$ cat src/rtl/muldiv_ctrl.sv
// HI/LO sequencer: issues MULT/MULTU/DIV/DIVU to the multi-cycle units, stalls EX
// while they run, and performs exactly one HI/LO write per instruction.
module muldiv_ctrl #(
    parameter int unsigned MUL_LAT = 2
) (
    input  logic        clk,
    input  logic        resetn,
    input  logic        op_valid,
    input  logic [2:0]  op,
    input  logic [31:0] src1,
    input  logic [31:0] src2,
    input  logic        ext_stall,
    input  logic        flush,
    output logic        mul_signed,
    output logic [31:0] mul_ina,
    output logic [31:0] mul_inb,
    input  logic [63:0] mul_result,
    output logic        div_start,
    output logic        div_signed,
    output logic [31:0] div_opdata1,
    output logic [31:0] div_opdata2,
    output logic        div_annul,
    input  logic [63:0] div_result,
    input  logic        div_ready,
    output logic        stallreq,
    output logic        hi_we,
    output logic        lo_we,
    output logic [31:0] hi_wdata,
    output logic [31:0] lo_wdata,
    output logic        busy
);

    typedef enum logic [1:0] {IDLE, MUL_WAIT, DIV_WAIT, DONE} state_t;

    localparam logic [3:0] CNT_INIT = 4'(MUL_LAT - 1);

    state_t      state, state_nxt;
    logic [3:0]  cnt;
    logic [31:0] opa, opb;
    logic        sgn;
    logic [63:0] res;
    logic        first;

    logic issue, is_mul, is_div, div_zero;

    assign issue    = op_valid && !flush;
    assign is_mul   = (op == 3'd0) || (op == 3'd1);
    assign is_div   = (op == 3'd2) || (op == 3'd3);
    assign div_zero = (src2 == '0);

    always_ff @(posedge clk) begin
        if (!resetn) begin
            state <= IDLE;
            cnt   <= '0;
            opa   <= '0;
            opb   <= '0;
            sgn   <= 1'b0;
            res   <= '0;
            first <= 1'b0;
        end else begin
            state <= state_nxt;
            // Marks the single DONE cycle that is allowed to write HI/LO.
            first <= (state_nxt == DONE) && (state != DONE);
            case (state)
                IDLE: begin
                    if (issue && is_mul) begin
                        opa <= src1;
                        opb <= src2;
                        sgn <= (op == 3'd0);
                        cnt <= CNT_INIT;
                    end else if (issue && is_div) begin
                        opa <= src1;
                        opb <= src2;
                        sgn <= (op == 3'd2);
                        if (div_zero) res <= {src1, 32'hFFFF_FFFF};
                    end
                end
                MUL_WAIT: begin
                    if (cnt != '0) cnt <= cnt - 4'd1;
                    else           res <= mul_result;
                end
                DIV_WAIT: begin
                    if (div_ready) res <= div_result;
                end
                default: ;
            endcase
        end
    end

    always_comb begin
        state_nxt   = state;
        mul_signed  = 1'b0;
        mul_ina     = '0;
        mul_inb     = '0;
        div_start   = 1'b0;
        div_signed  = 1'b0;
        div_opdata1 = '0;
        div_opdata2 = '0;
        div_annul   = 1'b0;
        stallreq    = 1'b0;
        hi_we       = 1'b0;
        lo_we       = 1'b0;
        hi_wdata    = '0;
        lo_wdata    = '0;
        busy        = 1'b0;
        if (resetn) begin
            busy = (state != IDLE);
            case (state)
                IDLE: begin
                    if (issue) begin
                        if (is_mul) begin
                            stallreq  = 1'b1;
                            state_nxt = MUL_WAIT;
                        end else if (is_div) begin
                            stallreq  = 1'b1;
                            state_nxt = div_zero ? DONE : DIV_WAIT;
                        end else if (op == 3'd4) begin
                            hi_we    = !ext_stall;
                            hi_wdata = ext_stall ? '0 : src1;
                        end else if (op == 3'd5) begin
                            lo_we    = !ext_stall;
                            lo_wdata = ext_stall ? '0 : src1;
                        end
                    end
                end
                MUL_WAIT: begin
                    mul_ina    = opa;
                    mul_inb    = opb;
                    mul_signed = sgn;
                    stallreq   = 1'b1;
                    if (flush)            state_nxt = IDLE;
                    else if (cnt == '0)   state_nxt = DONE;
                end
                DIV_WAIT: begin
                    div_start   = !div_ready;
                    div_opdata1 = opa;
                    div_opdata2 = opb;
                    div_signed  = sgn;
                    stallreq    = 1'b1;
                    if (flush) begin
                        div_annul = 1'b1;
                        state_nxt = IDLE;
                    end else if (div_ready) begin
                        state_nxt = DONE;
                    end
                end
                DONE: begin
                    if (first && !flush) begin
                        hi_we    = 1'b1;
                        lo_we    = 1'b1;
                        hi_wdata = res[63:32];
                        lo_wdata = res[31:0];
                    end
                    if (!ext_stall) state_nxt = IDLE;
                end
                default: state_nxt = IDLE;
            endcase
        end
    end

endmodule

$ cat config.mk
export PLATFORM = sky130hd
export DESIGN_NAME = muldiv_ctrl
export DESIGN_NICKNAME = d
export VERILOG_FILES = /design/src/rtl/muldiv_ctrl.sv
export SDC_FILE = /design/constraint.sdc
export NUM_CORES = 1
export LEC_CHECK = 0
export CORE_MARGIN = 4
export CORE_UTILIZATION = 37
export CTS_CLUSTER_SIZE = 28
export DETAILED_ROUTE_END_ITERATION = 12
export PLACE_DENSITY = 0.77
export SLEW_MARGIN = 20
export SYNTH_ARGS = -nofsm -noshare
export SYNTH_HDL_FRONTEND = slang
export SYNTH_SLANG_ARGS = --single-unit
$ cat constraint.sdc
create_clock -name clk -period 2.4 [get_ports clk]
set_input_delay 0.72 -clock clk [delete_from_list [all_inputs] [get_ports clk]]
set_output_delay 0.72 -clock clk [all_outputs]
set_load 0.03 [all_outputs]
After elaboration in Yosys (flattened, before gate mapping)

Cells that the tools add are included.

Output and inout port bits: 200
Logic and storage cells: 127
Flip-flop bits (word level): 136
Bits of input ports: 201

Reductions and logical operators: 23
Mux-type cells: 79
Eq/ne operators: 17
Add/sub/neg operators: 1

Operator list:

| operator            | count |
|---|---|
| $mux 32             | 26 |
| $mux 64             | 5 |
| $pmux 64 s3         | 1 |
| $pmux 32 s2         | 2 |
| $logic_not 32->1    | 1 |
| $mux 1              | 29 |
| $mux 2              | 9 |
| $ne 2x2->1 const B  | 8 |
| $mux 4              | 2 |
| $pmux 2 s4          | 1 |
| $pmux 4 s2          | 1 |
| $eq 2x2->1 const B  | 3 |
| $eq 3x2->1 const B  | 2 |
| $eq 3x3->1 const B  | 2 |
| $pmux 1 s2          | 3 |
| $reduce_and 6->1    | 1 |
| $reduce_bool 2->1   | 3 |
| $logic_and 1x1->1   | 5 |
| $logic_not 4->1     | 1 |
| $reduce_bool 4->1   | 1 |
| $sub 4x1->4 const B | 1 |
| $eq 3x1->1 const B  | 1 |
| $logic_not 1->1     | 3 |
| $logic_not 3->1     | 1 |
| other kinds (7)     | 8 |

Logic depth before layout (Yosys ltp)

Depth in word-level cells: 9
Gate-level depth with buffers: 10
Mapped depth without buffers: 7

Least setup slack after synthesis

OpenSTA, ideal clock, no wires.

Kind: input port to output port
Start point: in op_valid
End point: out stallreq
Slack: -428 ps
Data required time: 1680 ps
Buffers on the path: 1
Arrival time: 2108 ps
Stages: 6
Cells stage by stage: nor2b_1 > nand2b_1 > nor2_1 > clkbuf_1 > nor2_1 > nor3_1

Longest elaborated chain between the ends: 4

RTL lines:

| item              | RTL line | RTL |
|---|---|---|
| start, declared   | 8        | `input logic op_valid,` |
| $logic_and 1x1->1 | 46       | `assign issue = op_valid && !flush;` |
| $mux 1            | 110      | `if (issue) begin` |
| $pmux 1 s2        | 108      | `case (state)` |
| $mux 1            | 106      | `if (resetn) begin` |
| end, declared     | 25       | `output logic stallreq,` |

Every way passes these cells.

Worst setup path after layout

Start point: in op_valid
End point: out lo_wdata[3]

Longest elaborated chain between the ends: 4

RTL lines:

| item              | RTL line | RTL |
|---|---|---|
| $logic_and 1x1->1 | 46       |  |
| $mux 32           | 110      |  |
| $pmux 32 s2       | 108      |  |
| $mux 32           | 106      |  |
| end, declared     | 29       | `output logic [31:0] lo_wdata,` |

Every way passes these cells.

==> metrics.md <==
| Metric | Value |
|---|---|
| Run status | `finished, violations left` |
| Violations in the final reports | `negative setup slack` |
| Fraction of synthesis flops using an asynchronous set or reset pin | `0%` |
| IR drop worst, VDD | `0.544 mV` |
| Detailed Routing Iterations Pass 1 | `5` |
| Number of nets in the layout | `1,814` |
| Fin. max-slew vios | `0` |
| Synthesized Nets | `1,302` |
| Classification of the worst-slack hold path | `reg2reg` |
| Detailed router's first-iteration violation count | `946` |
| Critical Path Start Type | `input pin` |
| Largest net degree at the start of global routing | `101` |
| DRC | `0` |
| Initial cell density of the core | `37.6%` |
| CP top delay family | `buffers and inverters` |
| Sequential cell area fraction in the yosys report | `33.2%` |
| TritonCTS buffer count | `17` |
| Worst path cell trace | `clkdlybuf4s15_1 > nor2b_4 > nand4b_1 > buf_6 > nor2_4 > buf_12 > buf_12 > a22oi_2 > nor2_4 > buf_6` |
| Clock insertion delay at the later pin of the skew report | `0.42 ns` |
| Number of I/O port buffers | `400` |
| Number of ports placed on the die boundary | `401` |
| Fill cells | `1,298` |
| Maximum buffer depth of the clock tree | `2` |
| Area share of the leading cell type in the synthesized netlist | `33.2%` |
| Count of unique library cells instantiated by Yosys | `42` |
| Final core occ | `80.1%` |
| Top-count cell post-synth | `nand2_1` |
| Overall die height | `157 um` |
| Post-layout worst setup margin | `-0.479 ns` |
| Fraction of layout instances using a drive strength above 1 | `50.6%` |
| CP max FO | `4` |
| Detail-routed via count per cell | `6.02` |
| Post-layout instance area | `17,500 um^2` |
| Floorplan die area | `24,600 um^2` |
| Required arrival time at the worst endpoint | `1.68 ns` |
| Buffers and inverters on the worst path | `5` |
| Post-route clock skew | `0.0125 ns` |
| Number of failing hold endpoints at the final stage | `0` |
| Post-CTS clock slew at the launch and capture registers of the worst setup and hold paths | `0.06 ns` |
| YS warnings | `0` |
| Gr ovfl total | `0` |
| TritonCTS clock tree | `yes` |
| Average detailed-routed wire length per instance | `24.6 um` |
| Global router's overall resource usage | `31.5%` |
| Root buffer cell | `clkbuf_16` |
| Total of hold buffers inserted after clock tree synthesis | `0` |
| CTS H-Tree Depth | `4` |
| Final period util | `120%` |
| Data arrival time of the critical path | `2.16 ns` |
| Rows | `54` |
| Leading cell types by total area after synthesis | `dfxtp_1 (33%), a22oi_1 (12%), and3_1 (10%), nand2_1 (7.6%), a21oi_1 (6.3%)` |
| Cell at the slowest stage of the critical path | `nor2_4` |
| Final weighted congestion in routability-driven placement | `0.891` |
| Combined area of all synthesized cells | `8200 um^2` |
| Max frequency | `347 MHz` |
| Area Overhead vs Synth | `113%` |
| Power Dens Cells | `635 nW/um^2` |
| Antenna-violating nets left | `0` |
| Top_reg_cell synth | `dfxtp_1` |
| Total number of vias | `11,400` |
| Number of max-cap violations | `0` |
| Gate Count Post-Synth | `1,094` |
| Clock period minus worst slack | `2.88 ns` |
| Floorplan Core Area | `21,800 um^2` |
| Number of synthesized register bits | `136` |
| Final setup violating endpoints | `198` |
| Leakage Power | `6.58 nW` |
| Max stage delay on crit path | `0.21 ns` |
| Mean instance size in the synthesized netlist | `7.49 um^2` |
| Cell taking the most area after synthesis | `dfxtp_1` |
| Pin slew with the least headroom to its limit | `0.800 ns` |
| Critical path class | `in2out` |
| Slew Limit Headroom | `46.6%` |
| Initial antenna violation count | `2` |
| Setup repair after global routing missed its margin | `true` |
| Placement Cell Area | `13,800 um^2` |
| First-pass GRT wire length | `60,800 um` |
| EDFF count, synth | `0` |
| Horiz. Die Dim | `157 um` |
| Number of global-route vias before repair | `10,800` |
| Total clock sinks | `136` |
| Kind of end point of the critical path | `output pin` |
| Top post-synthesis cells by count | `nand2_1 (167), dfxtp_1 (136), and3_1 (133)` |
| Total length of routed wires | `46,700 um` |
| Post-detail-place hpwl | `26,100 um` |
## area by class of cell
type / count / area [um^2] / area share, %
tap: 280 / 350 / 2.00
clock inverter: 9 / 136 / 0.780
sequential: 136 / 2730 / 15.6
timing repair buffer: 621 / 7280 / 41.7
antenna: 1 / 2.50 / 0.0143
multi-input combinational: 821 / 6450 / 36.9
clock buffer: 23 / 498 / 2.85
inverter: 9 / 38.8 / 0.222
## layout by cell type, fill, tap and decap left out, drive strengths merged, types with 34 or more instances in the layout
master and count:
a21oi 131, a22oi 128, and3 134, buf 403
clkbuf 46, clkdlybuf4s50 162, dfxtp 136, nand2 167
nand4 34, nor2 114
## power by group
part           internal (mW)  total [mW]  leakage [nW]  switching, mW
Clock                   1.78        2.84         0.306           1.06
Sequential              2.63        2.97          1.11          0.336
Combinational           2.62        5.29          5.17           2.66
## worst register-to-register path, delay by kind of cell (launching register included)
| family | cells | cell delay, ns |
|---|---|---|
| buffers and inverters | 7 | 0.83 |
| AND/OR/NAND/NOR | 3 | 0.71 |
| flip-flops | 1 | 0.33 |
| adder cells (fa/ha/maj) | 1 | 0.20 |
| AO/OA/AOI/OAI | 1 | 0.11 |
## state kept, by name (all words and copies together), names as in the netlist
name and count:
state 2, sgn 1, opb 32, res 64, opa 32, first 1
cnt 4
## worst paths after layout
kind | startpoint | to | slack (ns) | cells past startpoint
setup / recovery | op_valid | lo_wdata[3] | -0.48 | 10
hold / removal | res[41] | res[41] | 0.47 | 2
setup reg to reg | state[0] | res[12] | 0.07 | 12
hold reg to reg | res[41] | res[41] | 0.47 | 2
## repair_timing
action,in CTS,in global routing
pin swaps,50,60
resized for setup,244,228
setup buffers,40,36
gates cloned,24,17
endpoints found under the setup margin,252,263
## through the flow
| stage | instances | setup slack [ns] | hold slack [ns] | setup TNS (ns) | power [mW] |
|---|---|---|---|---|---|
| 6_report | 1900 | -0.479 | 0.469 | -41.50 | 11.1 |
| 5_1_grt | 1900 | -0.549 | 0.490 | -52.45 | 11.5 |
| 4_1_cts | 1855 | -0.468 | 0.466 | -42.94 | 10.5 |
| 3_5_place_dp | 1760 | -0.764 | 0.453 | -96.48 | 6.61 |
| 3_3_place_gp | 1760 | -0.746 | 0.445 | -94.87 | 6.54 |
| 2_1_floorplan | 1094 | -0.0911 | 0.436 | -4.73 | 5.19 |
## layer usage
layer / vias to the layer above / routed length, um / part of all wire [%] / global-route usage, %
met5: - / 0 / 0 / 0
met4: 0 / 2830 / 6.1 / 15.5
met3: 196 / 4310 / 9.2 / 7.83
met2: 747 / 23300 / 50 / 53.8
met1: 5472 / 16300 / 35 / 36.7
li1: 5030 / - / - / -
## cells by family (layout without fill, tap and decap cells)
logic type | after synthesis | in the layout | synth area share (%)
compound gates | 335 | 335 | 29.8
xor+xnor | 2 | 2 | 0.214
fa+ha+maj | 7 | 7 | 1.07
buf+inv | 138 | 662 | 7.49
flops | 136 | 136 | 33.2
other cells | 0 | 1 | 0
simple gates | 476 | 477 | 28.2
No activity file was read; power rests on OpenSTA's default activity.
